File: src/rtl/mole_round_controller_pkg.sv
// mole_round_controller_pkg: shared state encoding, LFSR constants and field widths
package mole_round_controller_pkg;
   typedef enum logic [2:0] {IDLE, DOWN, SPAWN, UP, OVER} state_t;
   localparam logic [15:0] LFSR_SEED = 16'hACE1;
   // taps 16,14,13,11 of a right-shifting Fibonacci register land on bits 0,2,3,5
   localparam logic [15:0] LFSR_TAPS = 16'h002D;
   localparam int SCORE_W = 16;
   localparam int LIVES_W = 4;
   localparam int LEVEL_W = 8;
   function automatic logic [15:0] lfsr_next(input logic [15:0] s);
      return {^(s & LFSR_TAPS), s[15:1]};
   endfunction
endpackage

File: src/rtl/mole_round_controller_ms_timer.sv
// mole_round_controller_ms_timer: ms prescaler plus phase counter; done marks the final ms of load_ms
module mole_round_controller_ms_timer #(
   parameter int CLKS_PER_MS = 50000
) (
   input  logic        clk,
   input  logic        reset,
   input  logic        clr,
   input  logic [19:0] load_ms,
   output logic        ms_tick,
   output logic        done
);
   localparam int PW = $clog2(CLKS_PER_MS + 1);
   logic [PW-1:0] pre;
   logic [19:0]   phase;
   assign ms_tick = pre == PW'(CLKS_PER_MS - 1);
   assign done    = phase == load_ms - 20'd1;
   always_ff @(posedge clk) begin
      if (reset || clr) begin
         pre   <= '0;
         phase <= '0;
      end else begin
         pre   <= ms_tick ? '0 : pre + PW'(1);
         phase <= ms_tick ? phase + 20'd1 : phase;
      end
   end
endmodule

File: src/rtl/mole_round_controller.sv
// mole_round_controller: whack-a-mole game sequencer; spawns moles, times up/down phases,
// tracks score, lives and level from the hit-detection pulses.
module mole_round_controller
   import mole_round_controller_pkg::*;
#(
   parameter int NUM_HOLES        = 18,
   parameter int CLKS_PER_MS      = 50000,
   parameter int UP_MS_INIT       = 1500,
   parameter int UP_MS_MIN        = 400,
   parameter int UP_MS_STEP       = 100,
   parameter int DOWN_MS          = 500,
   parameter int START_LIVES      = 3,
   parameter int MAX_MOLES        = 3,
   parameter int FULL_CLEAR_BONUS = 2
) (
   input  logic                 clk,
   input  logic                 reset,
   input  logic                 start,
   input  logic                 miss,
   input  logic                 non_full_clear_hit,
   input  logic                 full_clear_hit,
   output logic [NUM_HOLES-1:0] mole_positions,
   output logic                 game_in_progress,
   output logic [SCORE_W-1:0]   score,
   output logic [LIVES_W-1:0]   lives,
   output logic [LEVEL_W-1:0]   level,
   output logic                 game_over
);
   localparam int SW1 = SCORE_W + 1;
   state_t               state;
   logic [15:0]          lfsr, idx;
   logic [NUM_HOLES-1:0] staging, pick;
   logic [LEVEL_W-1:0]   spawn_cnt, spawn_base, spawn_k;
   logic [19:0]          dec, diff, up_ms, load_ms;
   logic [SW1-1:0]       score_sum;
   logic                 ms_tick, last_ms, expire, clr, up_end, lose;
   assign idx        = lfsr % 16'(NUM_HOLES);
   assign pick       = NUM_HOLES'(1) << idx;
   assign spawn_base = (level >> 2) + LEVEL_W'(1);
   assign spawn_k    = spawn_base > LEVEL_W'(MAX_MOLES) ? LEVEL_W'(MAX_MOLES) : spawn_base;
   assign dec        = 20'(level) * 20'(UP_MS_STEP);
   assign diff       = dec >= 20'(UP_MS_INIT) ? 20'd0 : 20'(UP_MS_INIT) - dec;
   assign up_ms      = diff > 20'(UP_MS_MIN) ? diff : 20'(UP_MS_MIN);
   assign load_ms    = state == UP ? up_ms : 20'(DOWN_MS);
   assign expire     = ms_tick && last_ms;
   assign up_end     = state == UP && (expire || full_clear_hit);
   // timer sits cleared outside timed phases so each DOWN/UP entry starts from zero
   assign clr        = !(state == DOWN || state == UP) || expire || up_end;
   assign lose       = game_in_progress && miss && lives == LIVES_W'(1);
   assign score_sum  = {1'b0, score} + SW1'(non_full_clear_hit)
                     + (full_clear_hit ? SW1'(1 + FULL_CLEAR_BONUS) : SW1'(0));
   mole_round_controller_ms_timer #(.CLKS_PER_MS(CLKS_PER_MS)) u_timer (
      .clk     (clk),
      .reset   (reset),
      .clr     (clr),
      .load_ms (load_ms),
      .ms_tick (ms_tick),
      .done    (last_ms)
   );
   always_ff @(posedge clk) begin
      if (reset) begin
         state            <= IDLE;
         lfsr             <= LFSR_SEED;
         mole_positions   <= '0;
         game_in_progress <= 1'b0;
         score            <= '0;
         lives            <= LIVES_W'(START_LIVES);
         level            <= '0;
         game_over        <= 1'b0;
         staging          <= '0;
         spawn_cnt        <= '0;
      end else begin
         lfsr <= lfsr_next(lfsr);
         if (game_in_progress) begin
            score <= score_sum[SCORE_W] ? '1 : score_sum[SCORE_W-1:0];
            if (miss && lives != '0) lives <= lives - LIVES_W'(1);
         end
         if (lose) begin
            state            <= OVER;
            game_in_progress <= 1'b0;
            game_over        <= 1'b1;
            mole_positions   <= '0;
         end else begin
            case (state)
               IDLE, OVER: if (start) begin
                  state            <= DOWN;
                  game_in_progress <= 1'b1;
                  game_over        <= 1'b0;
                  score            <= '0;
                  level            <= '0;
                  lives            <= LIVES_W'(START_LIVES);
               end
               DOWN: begin
                  staging   <= '0;
                  spawn_cnt <= '0;
                  if (expire) state <= SPAWN;
               end
               SPAWN: begin
                  staging   <= staging | pick;
                  spawn_cnt <= spawn_cnt + LEVEL_W'(1);
                  if (spawn_cnt == spawn_k - LEVEL_W'(1)) begin
                     state          <= UP;
                     mole_positions <= staging | pick;
                  end
               end
               UP: if (up_end) begin
                  state          <= DOWN;
                  mole_positions <= '0;
                  level          <= level == '1 ? level : level + LEVEL_W'(1);
               end
               default: state <= IDLE;
            endcase
         end
      end
   end
endmodule

File: config.mk
export PLATFORM = sky130hd
export DESIGN_NAME = mole_round_controller
export DESIGN_NICKNAME = d
export VERILOG_FILES = /design/src/rtl/mole_round_controller_pkg.sv /design/src/rtl/mole_round_controller_ms_timer.sv /design/src/rtl/mole_round_controller.sv
export SDC_FILE = /design/constraint.sdc
export NUM_CORES = 1
export LEC_CHECK = 0
export CORE_MARGIN = 2
export CORE_UTILIZATION = 40
export DETAILED_ROUTE_END_ITERATION = 8
export PLACE_DENSITY = 0.57
export SKIP_LAST_GASP = 1
export SLEW_MARGIN = 20
export SYNTH_ARGS = -nofsm -noshare
export SYNTH_HDL_FRONTEND = slang
export SYNTH_HIERARCHICAL = 1
export SYNTH_SLANG_ARGS = --single-unit
File: constraint.sdc
create_clock -name clk -period 10.4 [get_ports clk]
set_input_delay 2.08 -clock clk [delete_from_list [all_inputs] [get_ports clk]]
set_output_delay 2.08 -clock clk [all_outputs]
set_load 0.01 [all_outputs]
## Word level (Yosys, flattened, before mapping)

Index checks and enable logic that the tools add are counted.
Widths: inputs -> output; s select.

- Register bits after elaboration: 129
- Input port bits: 6
- Output and inout bits: 48

- Add/subtract/negate cells: 11
- Multiply operators: 1
- Eq/ne operators: 18
- Bitwise gates (word level): 2
- Reduce and logical (&&, ||, !) cells: 29
- Multiplexer cells: 33
- Divide/modulo/power cells: 1
- Shift operators: 1
- $lt $le $gt $ge: 3

Operator list:

| kind | number |
|---|---|
| $mux 16 | 5 |
| $pmux 18 s2 | 2 |
| $mux 20 | 3 |
| $mux 18 | 2 |
| $pmux 8 s2 | 2 |
| $mux 8 | 3 |
| $add 20x1->20 const B | 1 |
| $eq 20x20->1 | 1 |
| $gt 20x9->1 const B | 1 |
| $mux 4 | 5 |
| $sub 20x1->20 const B | 1 |
| $or 18x18->18 | 1 |
| $shl 1x16->18 const A | 1 |
| $add 16x1->17 | 1 |
| $add 17x2->17 | 1 |
| $add 16x1->16 const B | 1 |
| $add 8x1->8 const B | 2 |
| $eq 16x16->1 const B | 1 |
| $mod 16x5->16 const B | 1 |
| $reduce_xor 16->1 | 1 |
| $sub 11x15->16 const A | 1 |
| $ge 15x11->1 const B | 1 |
| $mux 3 | 5 |
| $mul 8x5->13 const B | 1 |
| 28 further kinds | 55 |

## Logic depth before layout (Yosys ltp)

Gate-level depths: netlist of the first run.

- Word-level depth: 14
- Depth in mapped cells: 37
- Gate-level depth less buffers: 33

## Cells and area by module

Netlist of the first run, hierarchy kept.

By module, submodules not included:

| module | cells each | times used | seq. area each (um2) | area each (um2) |
|---|---|---|---|---|
| mole_round_controller | 926 | 1 | 1,861.8 | 7,352.1 |
| mole_round_controller_ms_timer | 273 | 1 | 720.7 | 2,307.2 |

## Worst setup path after synthesis of the first run

OpenSTA, ideal clock, no wires.

- Path type: register to register
- From: register lfsr[3]
- To: register mole_positions[16]
- Cell stages (with the launch flop): 35
- Setup slack: 1.672 ns
- Arrival: 8.632 ns
- Path through: dfxtp_1 > clkbuf_1 > inv_1 > ha_1 > or4b_4 > buf_6 > or4_4 > a31o_1 > o221a_1 > buf_6 > or4_4 > nand2_1 > mux2_4 > a211o_1 > o211ai_1 > and2_1 > buf_2 > a32oi_2 > maj3_4 > xnor2_1 > a211o_1 > or3_4 > and3_4 > a2111oi_4 > o21ai_0 > o21bai_1 > ha_1 > inv_1 > o2111a_1 > o311a_1 > nor3_1 > a211oi_1 > a211oi_4 > or3b_1 > o41ai_2

- Word-level cells in the longest chain between the ends: 5

RTL lines:

| element | RTL line | text |
|---|---|---|
| from (decl) | mole_round_controller.sv:31 | `logic [15:0] lfsr, idx;` |
| from (signal assigned) | mole_round_controller.sv:73 | `lfsr <= lfsr_next(lfsr);` |
| $mod 16x5->16 | mole_round_controller.sv:37 | `assign idx = lfsr % 16'(NUM_HOLES);` |
| $shl 1x16->18 | mole_round_controller.sv:38 | `assign pick = NUM_HOLES'(1) << idx;` |
| $or 18x18->18 | mole_round_controller.sv:103 | `mole_positions <= staging \| pick;` |
| $mux 18 | mole_round_controller.sv:101 | `if (spawn_cnt == spawn_k - LEVEL_W'(1)) begin` |
| $pmux 18 s2 | mole_round_controller.sv:84 | `case (state)` |
| to (signal assigned) | mole_round_controller.sv:103 |  |
| to (decl) | mole_round_controller.sv:22 | `output logic [NUM_HOLES-1:0] mole_positions,` |

No other way between the ends. The select of a mux whose other input is x is not followed.
A chain may end at the register's enable or synchronous reset.

## Worst setup path after layout of the first run

Same ends and word-level chain as after synthesis.

==> impl_metrics.tcl, run 1 <==
set metrics [dict create \
    path_buf_inv 2 \
    yosysUniqueCellTypes 117 \
    final.period_utilization 0.9310 \
    worst_ep_required_time_ns 10.72 \
    whs_endpoint "staging[16]$_SDFFE_PP0P_" \
    timing.setup.critical_path_class "flip-flop to flip-flop" \
    critical_path.top_delay_family "compound AO/OA/AOI/OAI gates" \
    ys_ff_latch 129 \
    tritoncts_num_sinks 129 \
    number_of_antenna_violating_nets_in_the_routed_design 0 \
    wire_length_of_the_first_global_routing_pass_mm 39.25 \
    fin_hold_ws_ns 0.4561 \
    layout_cell_share_with_drive_strength_beyond_1 0.09026 \
    ys_top_cells_by_count "134 x sky130_fd_sc_hd__nor2_1, 129 x sky130_fd_sc_hd__dfxtp_1, 100 x sky130_fd_sc_hd__nand2_1, 57 x sky130_fd_sc_hd__nand3_1, 57 x sky130_fd_sc_hd__xnor2_1" \
    power.leakage_nw 4.121 \
    io_pins 54 \
    place.detailed.hpwl_mm 17.09 \
    timing.clock.skew_ns 0.02138 \
    final-instance-count-excl-fill 1571 \
    number_of_antenna_violations_at_the_first_check_in_global_routing 0 \
    post_synth_instance_area_mm2 0.009659 \
    root_buffer "sky130_fd_sc_hd__clkbuf_16" \
    min_delay_path_depth 2 \
    drt_drc_violations_left 0 \
    cts_inserted_buffers 17 \
    initial_utilization 0.4091 \
    drv_cap 0 \
    critical_path_arrival_ns 10.00 \
    critical_path.reg2reg.startpoint "lfsr[3]$_SDFF_PP0_" \
    die_span_in_x_um 159.4 \
    finalHoldViolations 0 \
    count_of_buffers_from_port_buffering 53 \
    grt_remaining_overflow 0 \
    finalSetupViolations 0 \
    area_growth_pct 14.51 \
    avgRoutedWirePerCell_um 14.82 \
    vdd.ir_drop.worst_uv 454.6 \
    setup_repair_after_global_routing_missed_its_margin "no" \
    grtUsageTotal 0.1804 \
    rr_worst_depth 31 \
    routed_wl_mm 23.28 \
    cts.htree.levels 4 \
    synth_top_flop_cell "sky130_fd_sc_hd__dfxtp_1" \
    clk_transition_reported_paths_ns 0.07 \
    reg2reg_setup_slack_ns 0.72 \
    netlist.top_cell.by_area "sky130_fd_sc_hd__dfxtp_1" \
    ctsHoldBuffers 0 \
    power_per_cell_area_mw_per_mm2 217.2 \
    via_count_of_the_first_global_routing_pass 8040 \
    run_status "complete, no violations" \
    asyncSetResetFlopFracSynth 0 \
    relSlewSlack 0.3896 \
    worst_min_delay_path_category "flip-flop to flip-flop" \
    insertedDiodeCount 0 \
    crit_fanout 10 \
    core_area_mm2 0.02361 \
    critical_path.reg2reg.endpoint "mole_positions[16]$_SDFFE_PP0P_" \
    drt-vias-per-instance 5.509 \
    postSynthAreaPerCell_um2 8.056 \
    via_count 8655 \
    max_freq_mhz 103.3 \
    synth_edf_count 0 \
    finalWorstPathRequiredPeriod_ns 9.682 \
    setup_crit_end_kind "flip-flop" \
    fin_tns_setup_ns 0 \
    cts_tree "built" \
    synth_most_common_cell "sky130_fd_sc_hd__nor2_1" \
    worstMarginPinSlew_ns 0.9060 \
    drt-pass1-iter-count 5 \
    holdCritStartpoint "staging[16]$_SDFFE_PP0P_" \
    finish.utilization 0.4684 \
    worst_setup_path_start_kind "flip-flop" \
    num-fill-cells 2377 \
    design_power_total_mw 2.402 \
    chipHeight_um 159.4 \
    cpPeakStageDelay_ns 0.59 \
    syn_inst 1199 \
    dr.first_iter.drc_count 498 \
    place.detailed.instances 1539 \
    clk-insertion-delay-late_ns 0.42 \
    yosysWarningCount 6 \
    cpMaxStageDelayCell "sky130_fd_sc_hd__nor4b_1" \
    slew_viol_final 0 \
    grt_max_degree 28 \
    synth_sequential_area_ratio 0.2674 \
    layout.nets 1295 \
    synth_top_area_share 0.2674 \
    clock_tree.buffer_depth 2 \
    number_of_standard_cell_rows_in_the_floorplan 56 \
    die-area_mm2 0.02541 \
    global_placer_s_final_weighted_congestion 0.8517 \
    synth.top_cells.by_area "sky130_fd_sc_hd__dfxtp_1 27%, sky130_fd_sc_hd__ha_1 5.8%, sky130_fd_sc_hd__nor2_1 5.2%" \
]
==> state kept, by name, summed over array words and instances, names as in the netlist <==
signal and flops:
u_timer/phase 20, score 16, lfsr 16, mole_positions 18, level 8, spawn_cnt 8
u_timer/pre 16, staging 18, game_in_progress 1, state 3, lives 4, game_over 1
==> worst max-delay path by stage <==
stage	startpoint	endpoint	slack [ns]	cells after the start
floorplan	lfsr[3]$_SDFF_PP0_	mole_positions[16]$_SDFFE_PP0P_	1.67	34
global placement	lfsr[3]$_SDFF_PP0_	mole_positions[16]$_SDFFE_PP0P_	1.12	31
detailed placement	lfsr[3]$_SDFF_PP0_	mole_positions[16]$_SDFFE_PP0P_	0.85	29
CTS	lfsr[3]$_SDFF_PP0_	mole_positions[16]$_SDFFE_PP0P_	0.83	29
global route	lfsr[3]$_SDFF_PP0_	mole_positions[16]$_SDFFE_PP0P_	0.03	31
finish	lfsr[3]$_SDFF_PP0_	mole_positions[16]$_SDFFE_PP0P_	0.72	31
==> cells by family (layout without fill, tap and decap cells) <==
family / after synthesis / count (layout) / share of synthesized area
compound gates: 285 / 285 / 0.2184
xor+xnor: 109 / 109 / 0.09883
buf+inv: 98 / 139 / 0.04093
other cells: 1 / 13 / 0.0003882
simple gates: 507 / 507 / 0.2826
flops: 129 / 129 / 0.2674
mux: 19 / 19 / 0.02137
fa+ha+maj: 51 / 51 / 0.07008
==> cell type report <==
class,instances,area (um^2),share of cell area
Timing Repair Buffer,58,568.0,0.05136
Clock inverter,12,121.4,0.01097
Multi-Input combinational cell,984,6756,0.6109
Inverter,49,186.4,0.01686
Clock buffer,20,446.7,0.04038
Sequential cell,129,2582,0.2335
Tap cell,319,399.1,0.03609
==> power breakdown <==
group	switching [mW]	total [mW]	internal, mW	leakage [nW]
registers	0.0255	0.536	0.510	1.04
logic	0.852	1.29	0.436	2.79
clock network	0.238	0.579	0.341	0.282
total	1.12	2.40	1.29	4.12
==> through the flow <==
step           instance area (um^2)  setup slack (ns)
2_1_floorplan                  9704             1.672
3_3_place_gp                  10480             1.121
3_5_place_dp                  10480            0.8501
4_1_cts                       11050            0.8270
5_1_grt                       11060           0.02642
6_report                      11060            0.7180
==> per-layer routing <==
metal  part of all wire  track usage
met1               0.50       0.2496
met2               0.46       0.2921
met3              0.030      0.03074
met4              0.014      0.04463
met5                  0            0
==> layout by cell type (no fill, tap or decap), types with 13 or more instances in the layout <==
cell	n
sky130_fd_sc_hd__nand4_1	28
sky130_fd_sc_hd__nor2b_1	19
sky130_fd_sc_hd__o21ai_0	47
sky130_fd_sc_hd__o31ai_1	25
sky130_fd_sc_hd__clkbuf_16	17
sky130_fd_sc_hd__a21oi_1	52
sky130_fd_sc_hd__ha_1	45
sky130_fd_sc_hd__mux2i_1	13
sky130_fd_sc_hd__conb_1	13
sky130_fd_sc_hd__inv_1	46
sky130_fd_sc_hd__nand3_1	57
sky130_fd_sc_hd__nor2_1	133
sky130_fd_sc_hd__xnor2_1	57
sky130_fd_sc_hd__nand2_1	100
sky130_fd_sc_hd__dfxtp_1	129
sky130_fd_sc_hd__nand2b_1	13
sky130_fd_sc_hd__or2_2	14
sky130_fd_sc_hd__nor3_1	36
sky130_fd_sc_hd__xor2_1	52
sky130_fd_sc_hd__a31oi_1	15
sky130_fd_sc_hd__clkdlybuf4s50_1	53
==> what timing repair did <==
| item | CTS | global route |
|---|---|---|
| setup buffers | 0 | 0 |
| setup endpoints to repair | 0 | 2 |
| gates resized for setup | 0 | 1 |
==> worst min-delay path: stages (launching register included) <==
cell	delay (ns)
sky130_fd_sc_hd__dfxtp_1	0.31
sky130_fd_sc_hd__nand2_1	0.05
sky130_fd_sc_hd__o31ai_1	0.05
Note: power is estimated with default switching activity, not from simulation.
==> inputs of run 2 (changes only) <==
CAP_MARGIN = 15   (was unset)
==> results of run 2 <==
The final DEF is identical to that of run 1; final timing and power are the same.
==> inputs of run 3 (changes only) <==
CORE_UTILIZATION = 61   (was 40)
PLACE_DENSITY = 0.81   (was 0.57)
==> run 3 against run 2 <==
  * Combinational power about the same
  * Largest cell class unchanged
  * Critical path depth unchanged
  * Sequential share of layout area rose by 0.20 points
  * Register-to-register slack improved by 0.03 ns
  * Clock power grew 8.5%
  * Sequential power about the same
  * Clock-buffer cell count is 1 lower
==> impl_metrics.tcl, run 3 (same netlist as run 1, synthesis figures left out) <==
set metrics [dict create \
    initial_utilization 0.6307 \
    wire_length_of_the_first_global_routing_pass_mm 39.65 \
    avgRoutedWirePerCell_um 15.76 \
    number_of_antenna_violations_at_the_first_check_in_global_routing 0 \
    drt_drc_violations_left 0 \
    routed_wl_mm 23.05 \
    place.detailed.hpwl_mm 16.07 \
    finalSetupViolations 0 \
    number_of_standard_cell_rows_in_the_floorplan 45 \
    cts.htree.levels 4 \
    power.leakage_nw 4.141 \
    run_status "complete, no violations" \
    worst_setup_path_start_kind "flip-flop" \
    worst_ep_required_time_ns 10.72 \
    grt_max_degree 28 \
    final-instance-count-excl-fill 1463 \
    via_count_of_the_first_global_routing_pass 8485 \
    largestRegisters "u_timer/phase: 20 flops, mole_positions: 18 flops, staging: 18 flops" \
    register_containing_the_most_flip_flops_in_the_final_layout "u_timer/phase" \
    timing.clock.skew_ns 0.008563 \
    cpPeakStageDelay_ns 0.72 \
    area_growth_pct 13.54 \
    worstMarginPinSlew_ns 0.9748 \
    insertedDiodeCount 0 \
    io_pins 54 \
    timing.final.ws_setup_ns 0.7494 \
    finalWorstPathRequiredPeriod_ns 9.651 \
    drt-pass1-iter-count 5 \
    cts_inserted_buffers 17 \
    mostFrequentLayoutCells "134 x sky130_fd_sc_hd__nor2_1, 129 x sky130_fd_sc_hd__dfxtp_1, 100 x sky130_fd_sc_hd__nand2_1" \
    seq_area_mm2 0.002582 \
    num-fill-cells 1249 \
    grt_remaining_overflow 0 \
    number_of_antenna_violating_nets_in_the_routed_design 0 \
    cts_tree "built" \
    chipHeight_um 129.8 \
    layout.nets 1295 \
    crit_fanout 11 \
    fin_tns_setup_ns 0 \
    multi_input_comb_area_mm2 0.006749 \
    setup_crit_end_kind "flip-flop" \
    dpl_worst_slack_ns 0.9851 \
    clock_tree.buffer_depth 2 \
    finalHoldViolations 0 \
    clk-insertion-delay-late_ns 0.43 \
    final.period_utilization 0.9279 \
    finish.utilization 0.7161 \
    power_per_cell_area_mw_per_mm2 221.2 \
    layout_cell_share_with_drive_strength_beyond_1 0.08946 \
    drt-vias-per-instance 6.131 \
    layout_commonest_cell "sky130_fd_sc_hd__nor2_1" \
    vdd.ir_drop.worst_uv 290.1 \
    core_area_mm2 0.01531 \
    tritoncts_num_sinks 129 \
    die-area_mm2 0.01686 \
    timing.setup.critical_path_class "flip-flop to flip-flop" \
    cpMaxStageDelayCell "sky130_fd_sc_hd__xnor2_1" \
    dr.first_iter.drc_count 679 \
    relSlewSlack 0.3485 \
    setup_repair_after_global_routing_missed_its_margin "no" \
    die_span_in_x_um 129.8 \
    drv_cap 0 \
    max_freq_mhz 103.6 \
    place.detailed.instances 1431 \
    slew_viol_final 0 \
    via_count 8969 \
    critical_path_arrival_ns 9.97 \
    global_placer_s_final_weighted_congestion 0.9140 \
    count_of_buffers_from_port_buffering 53 \
    clk_transition_reported_paths_ns 0.06 \
    root_buffer "sky130_fd_sc_hd__clkbuf_16" \
    postCtsResizedCells 0 \
    ctsHoldBuffers 0 \
    post-cts-setup-buffer-count 0 \
    number_of_flip_flops_under_the_largest_register_name 20 \
    worst_min_delay_path_category "flip-flop to flip-flop" \
    grtUsageTotal 0.2821 \
]
[run 3: final timing paths]
path,cells past startpoint,startpoint,to,slack (ns)
setup / recovery,31,lfsr[3]$_SDFF_PP0_,mole_positions[16]$_SDFFE_PP0P_,0.75
hold / removal,2,staging[8]$_SDFFE_PP0P_,staging[8]$_SDFFE_PP0P_,0.45
setup reg to reg,31,lfsr[3]$_SDFF_PP0_,mole_positions[16]$_SDFFE_PP0P_,0.75
hold reg to reg,2,staging[8]$_SDFFE_PP0P_,staging[8]$_SDFFE_PP0P_,0.45
[run 3: power by group]
part           internal [mW]  leakage, nW  total, mW  switching (mW)
Combinational          0.435         2.79       1.26           0.826
Clock                  0.388        0.303      0.628           0.240
Sequential             0.510         1.04      0.536          0.0261
[run 3: area by class of cell]
type | instances | share of cell area
Clock buffer | 19 | 0.04039
Sequential cell | 129 | 0.2355
Tap cell | 211 | 0.02407
Inverter | 49 | 0.01700
Multi-Input combinational cell | 984 | 0.6154
Clock inverter | 13 | 0.01586
Timing Repair Buffer | 58 | 0.05180
[run 3: stage by stage]
stage	hold slack (ns)	power, mW	instance area [um^2]
after floorplan	0.4202	1.554	9704
after global placement	0.4353	1.774	10340
after detailed placement	0.4422	1.772	10340
after CTS	0.4513	2.409	10950
after global routing	0.4858	2.575	10970
final	0.4513	2.425	10970
[run 3: worst max-delay path, delay by kind of cell (launching register included)]
family,cells,cell delay [ns]
compound gates,17,4.69
xor+xnor,1,0.72
fa+ha+maj,2,0.53
buf+inv,2,0.29
flops,1,0.56
mux,3,1.05
simple gates,6,1.69
[run 3: layer usage]
metal	up-vias	track usage	part of all wire
met5	-	0	0
met4	0	0.09235	0.015
li1	4451	-	-
met3	37	0.04018	0.048
met1	4207	0.3644	0.45
met2	274	0.4860	0.49
